==> config.mk <==
export PLATFORM = sky130hd
export DESIGN_NAME = character_motion_flat
export DESIGN_NICKNAME = d
export VERILOG_FILES = /design/src/rtl/game_pkg.sv /design/src/rtl/character_motion_if.sv /design/src/rtl/frame_tick_sync.sv /design/src/rtl/character_motion.sv /design/src/flat_wrapper.sv
export SDC_FILE = /design/constraint.sdc
export NUM_CORES = 1
export LEC_CHECK = 0
export BUFFER_PORTS_ARGS = -buffer_cell sky130_fd_sc_hd__buf_2
export CORE_ASPECT_RATIO = 0.7
export CORE_UTILIZATION = 40
export CTS_CLUSTER_SIZE = 8
export DETAILED_ROUTE_END_ITERATION = 6
export MAX_ROUTING_LAYER = met4
export SYNTH_ARGS = -nofsm -noshare
export SYNTH_HDL_FRONTEND = slang
export SYNTH_SLANG_ARGS = --single-unit
==> constraint.sdc <==
create_clock -name Clk -period 4 [get_ports Clk]
set_input_delay 0.2 -clock Clk [delete_from_list [all_inputs] [get_ports Clk]]
set_output_delay 0.2 -clock Clk [all_outputs]
set_load 0.01 [all_outputs]
==> src/rtl/game_pkg.sv <==
// Shared game constants: motion states, keyboard scan codes and screen size.
package game_pkg;

  typedef enum logic [1:0] {
    GROUND = 2'd0,
    RISE   = 2'd1,
    FALL   = 2'd2
  } motion_state_t;

  localparam logic [7:0] KEY_A   = 8'h04;
  localparam logic [7:0] KEY_D   = 8'h07;
  localparam logic [7:0] KEY_W   = 8'h1a;
  localparam logic [7:0] KEY_KP4 = 8'h5c;
  localparam logic [7:0] KEY_KP6 = 8'h5e;
  localparam logic [7:0] KEY_KP8 = 8'h60;

  localparam int SCREEN_W = 640;
  localparam int SCREEN_H = 480;

endpackage

==> src/rtl/character_motion_if.sv <==
// Per-player bundle: filtered keycode and collision flags in, position/status out.
interface character_motion_if;
  logic [15:0] keycode_char;
  logic        blocked_left;
  logic        blocked_right;
  logic        on_ground;
  logic        hit_ceiling;
  logic [9:0]  pos_x;
  logic [9:0]  pos_y;
  logic        facing;
  logic [1:0]  motion_state;
  logic        moving;

  modport master (
    output keycode_char, blocked_left, blocked_right, on_ground, hit_ceiling,
    input  pos_x, pos_y, facing, motion_state, moving
  );

  modport slave (
    input  keycode_char, blocked_left, blocked_right, on_ground, hit_ceiling,
    output pos_x, pos_y, facing, motion_state, moving
  );
endinterface

==> src/rtl/frame_tick_sync.sv <==
// Brings an asynchronous frame strobe into the Clk domain and emits a
// one-cycle tick on its rising edge.
module frame_tick_sync (
  input  logic Clk,
  input  logic Reset_n,
  input  logic async_in,
  output logic tick
);

  // [1:0] is the metastability pair; [3:2] delay the edge so the tick lands
  // in the cycle after the third sampling edge.
  logic [3:0] sync_q;
  logic [3:0] sync_d;

  always_comb begin
    sync_d = {sync_q[2:0], async_in};
  end

  always_ff @(posedge Clk or negedge Reset_n) begin
    if (!Reset_n) begin
      sync_q <= '0;
    end else begin
      sync_q <= sync_d;
    end
  end

  assign tick = sync_q[2] & ~sync_q[3];

endmodule

==> src/rtl/character_motion.sv <==
// Per-player motion controller: once per frame tick, walks left/right with
// wall and screen clamps and runs the jump/fall physics.
//
//   state  | meaning
//   GROUND | standing; jump key launches, missing floor starts a fall
//   RISE   | moving up, decelerating by GRAVITY each frame
//   FALL   | moving down, accelerating up to VMAX_FALL
module character_motion
  import game_pkg::*;
#(
  parameter logic [7:0] LEFT_CODE  = KEY_A,
  parameter logic [7:0] RIGHT_CODE = KEY_D,
  parameter logic [7:0] UP_CODE    = KEY_W,
  parameter int         X_START    = 32,
  parameter int         Y_START    = 400,
  parameter int         X_STEP     = 2,
  parameter int         JUMP_V0    = 12,
  parameter int         GRAVITY    = 1,
  parameter int         VMAX_FALL  = 8,
  parameter int         X_MIN      = 16,
  parameter int         X_MAX      = 608,
  parameter int         Y_MAX      = 448
) (
  input logic               Clk,
  input logic               Reset_n,
  input logic               frame_clk,
  character_motion_if.slave mot
);

  localparam logic [1:0] ST_GROUND = GROUND;
  localparam logic [1:0] ST_RISE   = RISE;
  localparam logic [1:0] ST_FALL   = FALL;

  localparam logic signed [10:0] X_STEP_S  = 11'(X_STEP);
  localparam logic signed [10:0] X_MIN_S   = 11'(X_MIN);
  localparam logic signed [10:0] X_MAX_S   = 11'(X_MAX);
  localparam logic signed [10:0] Y_MAX_S   = 11'(Y_MAX);
  localparam logic signed [10:0] GRAVITY_S = 11'(GRAVITY);
  localparam logic signed [10:0] VMAX_S    = 11'(VMAX_FALL);

  logic tick;

  frame_tick_sync u_tick (
    .Clk      (Clk),
    .Reset_n  (Reset_n),
    .async_in (frame_clk),
    .tick     (tick)
  );

  logic [9:0]        pos_x_q, pos_x_d;
  logic [9:0]        pos_y_q, pos_y_d;
  logic signed [7:0] vy_q, vy_d;
  logic [1:0]        state_q, state_d;
  logic              facing_q, facing_d;
  logic              moving_q, moving_d;

  // Position math is done 11-bit signed so underflow below zero is visible.
  logic signed [10:0] x_left, x_right, vy_ext, vy_inc, y_sum;

  always_comb begin
    vy_ext  = {{3{vy_q[7]}}, vy_q};
    vy_inc  = vy_ext + GRAVITY_S;
    y_sum   = $signed({1'b0, pos_y_q}) + vy_ext;
    x_left  = $signed({1'b0, pos_x_q}) - X_STEP_S;
    x_right = $signed({1'b0, pos_x_q}) + X_STEP_S;

    pos_x_d  = pos_x_q;
    pos_y_d  = pos_y_q;
    vy_d     = vy_q;
    state_d  = state_q;
    facing_d = facing_q;
    moving_d = moving_q;

    if (tick) begin
      moving_d = 1'b0;
      if (mot.keycode_char[7:0] == LEFT_CODE) begin
        facing_d = 1'b0;
        if (!mot.blocked_left) begin
          moving_d = 1'b1;
          pos_x_d  = (x_left < X_MIN_S) ? 10'(X_MIN) : x_left[9:0];
        end
      end else if (mot.keycode_char[7:0] == RIGHT_CODE) begin
        facing_d = 1'b1;
        if (!mot.blocked_right) begin
          moving_d = 1'b1;
          pos_x_d  = (x_right > X_MAX_S) ? 10'(X_MAX) : x_right[9:0];
        end
      end

      case (state_q)
        ST_GROUND: begin
          if (mot.keycode_char[15:8] == UP_CODE) begin
            vy_d    = 8'(-JUMP_V0);
            state_d = ST_RISE;
          end else if (!mot.on_ground) begin
            vy_d    = '0;
            state_d = ST_FALL;
          end
        end
        ST_RISE: begin
          if (mot.hit_ceiling) begin
            vy_d    = '0;
            state_d = ST_FALL;
          end else begin
            pos_y_d = (y_sum < 11'sd0) ? 10'd0 : y_sum[9:0];
            vy_d    = vy_inc[7:0];
            if (!vy_inc[10]) state_d = ST_FALL;
          end
        end
        ST_FALL: begin
          if (mot.on_ground) begin
            vy_d    = '0;
            state_d = ST_GROUND;
          end else if (y_sum >= Y_MAX_S) begin
            pos_y_d = 10'(Y_MAX);
            vy_d    = '0;
            state_d = ST_GROUND;
          end else begin
            pos_y_d = y_sum[9:0];
            vy_d    = (vy_inc > VMAX_S) ? 8'(VMAX_FALL) : vy_inc[7:0];
          end
        end
        default: begin
          vy_d    = '0;
          state_d = ST_GROUND;
        end
      endcase
    end
  end

  always_ff @(posedge Clk or negedge Reset_n) begin
    if (!Reset_n) begin
      pos_x_q  <= 10'(X_START);
      pos_y_q  <= 10'(Y_START);
      vy_q     <= '0;
      state_q  <= ST_GROUND;
      facing_q <= 1'b1;
      moving_q <= 1'b0;
    end else begin
      pos_x_q  <= pos_x_d;
      pos_y_q  <= pos_y_d;
      vy_q     <= vy_d;
      state_q  <= state_d;
      facing_q <= facing_d;
      moving_q <= moving_d;
    end
  end

  assign mot.pos_x        = pos_x_q;
  assign mot.pos_y        = pos_y_q;
  assign mot.facing       = facing_q;
  assign mot.motion_state = state_q;
  assign mot.moving       = moving_q;

endmodule

==> src/flat_wrapper.sv <==
// flat-port wrapper written by rule: the top's interface ports become plain ports
module character_motion_flat import game_pkg::*;
#(
  parameter logic [7:0] LEFT_CODE  = KEY_A,
  parameter logic [7:0] RIGHT_CODE = KEY_D,
  parameter logic [7:0] UP_CODE    = KEY_W,
  parameter int         X_START    = 32,
  parameter int         Y_START    = 400,
  parameter int         X_STEP     = 2,
  parameter int         JUMP_V0    = 12,
  parameter int         GRAVITY    = 1,
  parameter int         VMAX_FALL  = 8,
  parameter int         X_MIN      = 16,
  parameter int         X_MAX      = 608,
  parameter int         Y_MAX      = 448
)
  (Clk, Reset_n, frame_clk, mot_keycode_char, mot_blocked_left, mot_blocked_right, mot_on_ground, mot_hit_ceiling, mot_pos_x, mot_pos_y, mot_facing, mot_motion_state, mot_moving);
  character_motion_if mot_i ();
  input logic Clk;
  input logic Reset_n;
  input logic frame_clk;
  input wire logic [$bits(mot_i.keycode_char)-1:0] mot_keycode_char;
  input wire logic [$bits(mot_i.blocked_left)-1:0] mot_blocked_left;
  input wire logic [$bits(mot_i.blocked_right)-1:0] mot_blocked_right;
  input wire logic [$bits(mot_i.on_ground)-1:0] mot_on_ground;
  input wire logic [$bits(mot_i.hit_ceiling)-1:0] mot_hit_ceiling;
  output wire logic [$bits(mot_i.pos_x)-1:0] mot_pos_x;
  output wire logic [$bits(mot_i.pos_y)-1:0] mot_pos_y;
  output wire logic [$bits(mot_i.facing)-1:0] mot_facing;
  output wire logic [$bits(mot_i.motion_state)-1:0] mot_motion_state;
  output wire logic [$bits(mot_i.moving)-1:0] mot_moving;
  assign mot_i.keycode_char = mot_keycode_char;
  assign mot_i.blocked_left = mot_blocked_left;
  assign mot_i.blocked_right = mot_blocked_right;
  assign mot_i.on_ground = mot_on_ground;
  assign mot_i.hit_ceiling = mot_hit_ceiling;
  assign mot_pos_x = mot_i.pos_x;
  assign mot_pos_y = mot_i.pos_y;
  assign mot_facing = mot_i.facing;
  assign mot_motion_state = mot_i.motion_state;
  assign mot_moving = mot_i.moving;
  character_motion #(.LEFT_CODE(LEFT_CODE), .RIGHT_CODE(RIGHT_CODE), .UP_CODE(UP_CODE), .X_START(X_START), .Y_START(Y_START), .X_STEP(X_STEP), .JUMP_V0(JUMP_V0), .GRAVITY(GRAVITY), .VMAX_FALL(VMAX_FALL), .X_MIN(X_MIN), .X_MAX(X_MAX), .Y_MAX(Y_MAX)) u_core (.Clk(Clk), .Reset_n(Reset_n), .frame_clk(frame_clk), .mot(mot_i));
endmodule
==> impl_metrics.py, run 1 <==
metrics = {
    "worst_setup_path": {
        "cpMostUsedCell": "o211ai_1",
        "crit_buf_inv": 0,
        "cp_cell_sequence": "ha_1 > fa_1 > a211oi_2 > o211ai_1 > a221o_1 > nor4b_4 > o211ai_1 > and2_1 > a22o_2",
        "cp_top_family": "compound AO/OA/AOI/OAI gates",
        "critPathKind": "reg2reg",
        "worstSetupEndpointType": "flop",
        "cp.arrival_ns": 3.34,
        "crit_fanout": 8,
        "crit_path_top_delay_cell": "dfrtp_1",
        "crit_path_start_kind": "flop",
        "required_ns": 4.18,
        "cpPeakStageDelay_ns": 0.47,
    },
    "clock_network": {
        "hold_buffers": 0,
        "root_buffer": "clkbuf_8",
        "cts_tree": "yes",
        "cts_buffers": 5,
        "cts.repair.resized": 0,
        "htree_levels": 2,
        "cts.sinks": 35,
        "post_cts_buffers": 0,
        "path_clk_slew_ns": 0.07,
        "clock_latency_ns": 0.29,
        "clockBufferDepth": 2,
    },
    "timing": {
        "relSlewSlack": 0.2793,
        "max_freq_ghz": 0.3160,
        "hold_viol": 3,
        "hold-worst-slack_ns": -0.006865,
        "rsz0062_at_grt": "false",
        "slew_violations": 0,
        "worstMarginPinSlew_ns": 1.071,
        "finalClockSkew_ns": 0.006786,
        "tns_ns": 0,
        "setup_viol": 0,
        "period_share": 0.7912,
        "min_period_ns": 3.165,
    },
    "synth": {
        "synthDistinctLibCells": 65,
        "synth_cells": 331,
        "synth_edf_count": 0,
        "syn_area_per_cell_um2": 8.539,
        "ys.flop_type": "dfrtp_1",
        "seq_area_frac_synth": 0.3121,
        "synthTopCellsByArea": "dfrtp_1 (27%), ha_1 (6.2%), dfstp_2 (4.6%), nand2_1 (4.4%), nor2_1 (3.9%)",
        "yosysWarnings": 0,
        "synth_most_common_cell": "nand2_1",
        "postSynth.asyncResetShare": 1.000,
        "synth_area_um2": 2826,
        "synth-seq-cells": 35,
        "yosysTopAreaCell": "dfrtp_1",
        "yosys-top-cells-count": "nand2_1 (33), dfrtp_1 (30), nor2_1 (29), a21oi_1 (20), o21ai_0 (17)",
        "syn_nets": 369,
        "synthDominantCellAreaShare": 0.2656,
    },
    "final_layout": {
        "syn_to_final_growth_pct": 13.01,
        "diodes": 0,
        "multi_input_area_um2": 1841,
        "drive_above_1_share": 0.1995,
        "nets": 408,
        "seq_area_um2": 882.1,
        "nFillCells": 691,
    },
    "routing": {
        "wl_per_cell_um": 15.14,
        "ant_nets": 0,
        "drt_wl_total_um": 7042,
        "remaining_drc_errors": 0,
        "drt-vias-per-instance": 5.684,
        "via_count": 2643,
        "drt_iter0_drc": 174,
        "drtPass1Iterations": 4,
    },
    "global_routing": {
        "global_route.usage.total": 0.2093,
        "grt_antenna_before_repair": 0,
        "grt_pass1_vias": 2350,
        "grt_overflow": 0,
        "grt_pass1_wl_um": 11870,
        "grt_max_degree": 36,
    },
    "power": {
        "leakagePower_nw": 1.442,
        "clkPwrFrac": 0.203,
        "p_switching_w": 0.0004830,
        "p_int_w": 0.0007526,
        "p_seq_frac": 0.412,
        "switching_share": 0.3909,
        "p_comb_frac": 0.385,
        "peakVddDrop_uv": 257.2,
        "power_density_nw_per_um2": 386.8,
    },
    "floorplanning": {
        "die_h_um": 72.33,
        "die_x_um": 102.5,
        "io_pins": 47,
        "rows": 25,
        "core_um2": 6788,
        "start_util": 0.4164,
        "die-area_um2": 7412,
    },
    "min_path": {
        "holdCritPathClass": "in2async",
    },
    "placement": {
        "dpl.hpwl_um": 5353,
        "globalplace.congestion": 0.8581,
        "port_buffers": 45,
    },
    "outcome": {
        "status": "complete, but fails checks",
        "failed_checks": "hold timing",
    },
    "job": {
        "drv_cap": 0,
    },
}
## per-stage QoR
stage	power (W)	setup WS (ns)	utilization	instances	area, um^2
4_1_cts	0.001244	0.8588	0.4706	465	3194
3_5_place_dp	0.0009836	0.8886	0.4582	457	3110
6_report	0.001236	0.8353	0.4706	465	3194
3_3_place_gp	0.0009788	0.9550	0.4582	457	3110
5_1_grt	0.001330	0.6551	0.4706	465	3194
2_1_floorplan	0.0008307	1.109	-	331	2826
## layout make-up
class,count,share of cell area
clock buffer,5,0.02154
clock inverter,3,0.004700
inverter,10,0.01175
multi-input combinational,272,0.5762
sequential,35,0.2761
tap,94,0.03682
timing repair buffer,46,0.07286
## cells by family (layout without fill, tap and decap cells)
group                      count (synthesis)  after routing  synth area share
AOI/OAI and AO/OA                        116            116            0.3032
xor gates and xnor gates                   8              8           0.02479
adders and majority gates                 15             15           0.06906
buffers and inverters                     24             64           0.03675
DFF                                       35             35            0.3121
muxes                                      2              2          0.007083
other                                      1              1          0.001327
and+or+nand+nor                          130            130            0.2457
## power groups by stage
stage	Sequential [W]	Combinational (W)	Clock, W
5_1_grt	0.000520	0.000530	0.000280
6_report	0.000509	0.000475	0.000251
4_1_cts	0.000508	0.000476	0.000260
3_3_place_gp	0.000513	0.000466	0
2_1_floorplan	0.000514	0.000317	0
3_5_place_dp	0.000513	0.000470	0
## sequential cells by signal, indices dropped and copies added (netlist names)
name	count
u_core.mot.pos_y	10
u_core.mot.motion_state	2
u_core.u_tick.sync_q	4
u_core.mot.pos_x	9
u_core.mot.moving	1
u_core.mot.facing	1
u_core.vy_q	8
## path summary, 6_finish.rpt
| check | startpoint | endpoint | slack, ns | cells past startpoint |
|---|---|---|---|---|
| setup / recovery | u_core.vy_q[0] | u_core.mot.pos_y[9] | 0.84 | 9 |
| hold / removal | Reset_n | u_core.mot.pos_x[9] | -0.007 | 1 |
| setup reg to reg | u_core.vy_q[0] | u_core.mot.pos_y[9] | 0.84 | 9 |
| hold reg to reg | u_core.u_tick.sync_q[0] | u_core.u_tick.sync_q[1] | 0.34 | 0 |
| max in group asynchronous | Reset_n | u_core.mot.pos_x[1] | 3.49 | 1 |
| min in group Clk | frame_clk | u_core.u_tick.sync_q[0] | 0.03 | 1 |
## metal layers
layer / up-vias / wire, um / global-route usage
met5: - / 0 / -
met4: 0 / 35 / 0.04127
met3: 4 / 320 / 0.03565
met2: 53 / 2776 / 0.2696
met1: 1254 / 3911 / 0.3317
li1: 1332 / - / -
## placed cells by master, fill, tap and decap left out, drive strengths merged, types with 3 or more instances in the layout
cell	n
buf	46
nand2	33
dfrtp	30
nor2	29
o21ai	21
a21oi	20
ha	14
nand3	13
o211ai	11
inv	10
a211oi	10
nand2b	9
a22o	9
nor3	9
and3	7
nor2b	5
a31oi	5
clkbuf	5
dfstp	5
a21o	5
nor4b	5
xor2	4
a221o	4
o21a	4
o31ai	4
xnor2	4
a211o	4
o211a	3
and2	3
nand4	3
clkinv	3
Power figures use the tool's default switching activity.
==> run 2, diff against run 1 <==
ABC_AREA = 1   (was not set)
clock period = 2.69 ns   (was 4 ns; I/O delays follow)
==> run 2 against run 1 <==
Non-clock buffer count up 2. Clock skew up 0.0075 ns. Synthesized cell count up 27%. Sequential cell count unchanged. Highest routed layer unchanged. First-iteration DRC count up 12%. The flow now finishes without violations. Clock-buffer cell count up 1. Setup slack worse by 0.60 ns. Critical path type unchanged. Die area up 4.4%.
==> impl_metrics.py, run 2 <==
metrics = {
    "outcome": {
        "status": "finished, final reports clean",
    },
    "worst_setup_path": {
        "cp_cell_sequence": "ha_1 > fa_1 > nand2_1 > nand2_1 > nand3b_4 > nand2_1 > nand2_1 > nand2_1 > nand3_2 > nand2_2 > nand2_4 > nor2_2 > or2_4 > o21ai_2",
        "cp.arrival_ns": 2.67,
        "critPathKind": "reg2reg",
        "required_ns": 2.90,
        "worstSetupEndpointType": "flop",
        "crit_path_top_delay_cell": "dfrtp_1",
        "startpoint": "u_core.vy_q[0]",
        "cpPeakStageDelay_ns": 0.45,
        "crit_fanout": 8,
        "cpMostUsedCell": "nand2_1",
        "crit_path_start_kind": "flop",
        "rr_startpoint": "u_core.vy_q[0]",
    },
    "timing": {
        "tns_ns": 0,
        "worstMarginPinSlew_ns": 0.8090,
        "finalClockSkew_ns": 0.01428,
        "setup_viol": 0,
        "period_share": 0.9129,
        "hold_viol": 0,
        "min_period_ns": 2.456,
        "rsz0062_at_grt": "false",
        "max_freq_ghz": 0.4072,
        "slew_violations": 0,
        "relSlewSlack": 0.4606,
    },
    "synth": {
        "synth_area_um2": 2954,
        "yosys-top-cells-count": "nand2_1 (112), inv_1 (54), nor2_1 (36), nand3_1 (34), dfrtp_1 (30)",
        "synthTopCellsByArea": "dfrtp_1 (25%), nand2_1 (14%), inv_1 (6.9%), ha_1 (5.9%), nand3_1 (5.8%)",
        "seq_area_frac_synth": 0.2986,
        "synth_edf_count": 0,
        "syn_nets": 460,
        "synth-seq-cells": 35,
        "syn_area_per_cell_um2": 7.000,
        "synthDistinctLibCells": 43,
        "ys.flop_type": "dfrtp_1",
        "synth_most_common_cell": "nand2_1",
        "synthDominantCellAreaShare": 0.2541,
        "synth_cells": 422,
        "yosysWarnings": 0,
        "yosysTopAreaCell": "dfrtp_1",
        "postSynth.asyncResetShare": 1.000,
    },
    "job": {
        "drv_cap": 0,
    },
    "routing": {
        "drt_wl_total_um": 7626,
        "via_count": 2852,
        "remaining_drc_errors": 0,
        "ant_nets": 0,
        "wl_per_cell_um": 13.47,
        "drtPass1Iterations": 5,
        "drt-vias-per-instance": 5.039,
        "drt_iter0_drc": 195,
    },
    "placement": {
        "dpl.hpwl_um": 6037,
        "globalplace.congestion": 0.9024,
        "port_buffers": 45,
    },
    "clock_network": {
        "post_cts_buffers": 0,
        "root_buffer": "clkbuf_8",
        "clock_latency_ns": 0.29,
        "cts.sinks": 35,
        "path_clk_slew_ns": 0.07,
        "cts_buffers": 5,
        "htree_levels": 2,
        "cts_tree": "yes",
        "cts.repair.resized": 0,
        "clockBufferDepth": 2,
        "hold_buffers": 2,
    },
    "final_layout": {
        "nFillCells": 759,
        "drive_above_1_share": 0.2161,
        "diodes": 0,
        "multi_input_area_um2": 1798,
        "final_cell_mix": "nand2_1 (112), inv_1 (54), buf_2 (45), nor2_1 (36), nand3_1 (34)",
        "nets": 510,
        "syn_to_final_growth_pct": 14.49,
        "layout_commonest_cell": "nand2_1",
        "seq_area_um2": 882.1,
        "largest_register_ffs": 10,
    },
    "floorplanning": {
        "io_pins": 47,
        "core_um2": 6944,
        "rows": 25,
        "die-area_um2": 7738,
        "start_util": 0.4254,
        "die_h_um": 73.90,
        "die_x_um": 104.7,
    },
    "power": {
        "peakVddDrop_uv": 227.0,
        "leakagePower_nw": 1.804,
        "p_total_w": 0.001499,
        "power_density_nw_per_um2": 443.2,
    },
    "global_routing": {
        "global_route.usage.total": 0.2191,
        "grt_pass1_wl_um": 12830,
        "grt_overflow": 0,
        "grt_pass1_vias": 2544,
        "grt_antenna_before_repair": 0,
        "grt_max_degree": 36,
    },
    "min_path": {
        "min_from": "mot_blocked_right",
        "holdCritPathClass": "in2reg",
    },
}
[run 2: cell count changes after synthesis, moves of 9 or more]
cell,previous run,this run
inv_1,10,54
inv_2,0,10
nand2_1,33,112
nand2b_1,9,0
nand3_1,13,34
nand4_1,3,14
o21ai_0,17,7
o21ai_2,0,9
xor2_1,4,14
[run 2: cell families (layout without fill, tap and decap cells)]
group	Yosys count	in the layout	share of synthesized area
adder cells (fa/ha/maj)	15	15	0.06607
other	1	1	0.001269
XOR/XNOR	17	17	0.05040
AO/OA/AOI/OAI	54	54	0.1182
buffers and inverters	70	120	0.09276
flip-flops	35	35	0.2986
AND/OR/NAND/NOR	230	230	0.3727
[run 2: layout make-up]
cell class	count	area share
Multi-Input combinational cell	317	0.5316
Sequential cell	35	0.2608
Clock buffer	6	0.02442
Tap cell	94	0.03478
Clock inverter	1	0.001480
Inverter	65	0.07214
Timing Repair Buffer	48	0.07473
[run 2: report_power, final]
group	switching [W]	internal (W)
sequential	0.0000768	0.000584
clock	0.000196	0.000201
combinational	0.000279	0.000162
[run 2: final timing paths]
check	end	slack [ns]	cells after the start
worst min-delay path	u_core.mot.moving	0.14	4
worst max register to register	u_core.mot.pos_y[2]	0.23	14
max in group asynchronous	u_core.vy_q[0]	1.69	2
min in group asynchronous	u_core.mot.pos_y[6]	0.46	2
worst min register to register	u_core.u_tick.sync_q[1]	0.35	0
worst max-delay path	u_core.mot.pos_y[2]	0.23	14
[run 2: layer usage]
metal,vias up,GRT usage,part of all wire
li1,1473,-,-
met1,1275,0.3578,0.58
met2,96,0.2664,0.35
met3,8,0.04170,0.068
met4,0,0.03286,0.0060
met5,-,-,0
[run 2: stage by stage]
step	utilization	setup slack, ns	hold slack (ns)	instance area, um^2	std cells
floorplan	-	0.5100	-0.1611	2954	422
global placement	0.4715	0.3374	0.2426	3274	557
detailed placement	0.4715	0.2432	0.2450	3274	557
CTS	0.4870	0.2247	0.1371	3382	566
global route	0.4870	0.05766	0.1793	3382	566
finish	0.4870	0.2343	0.1392	3382	566
[run 2: worst max-delay path: cells and delay by family (launching register included)]
family	cells	cell delay, ns
simple gates	11	1.12
fa+ha+maj	2	0.69
flops	1	0.45
compound gates	1	0.13
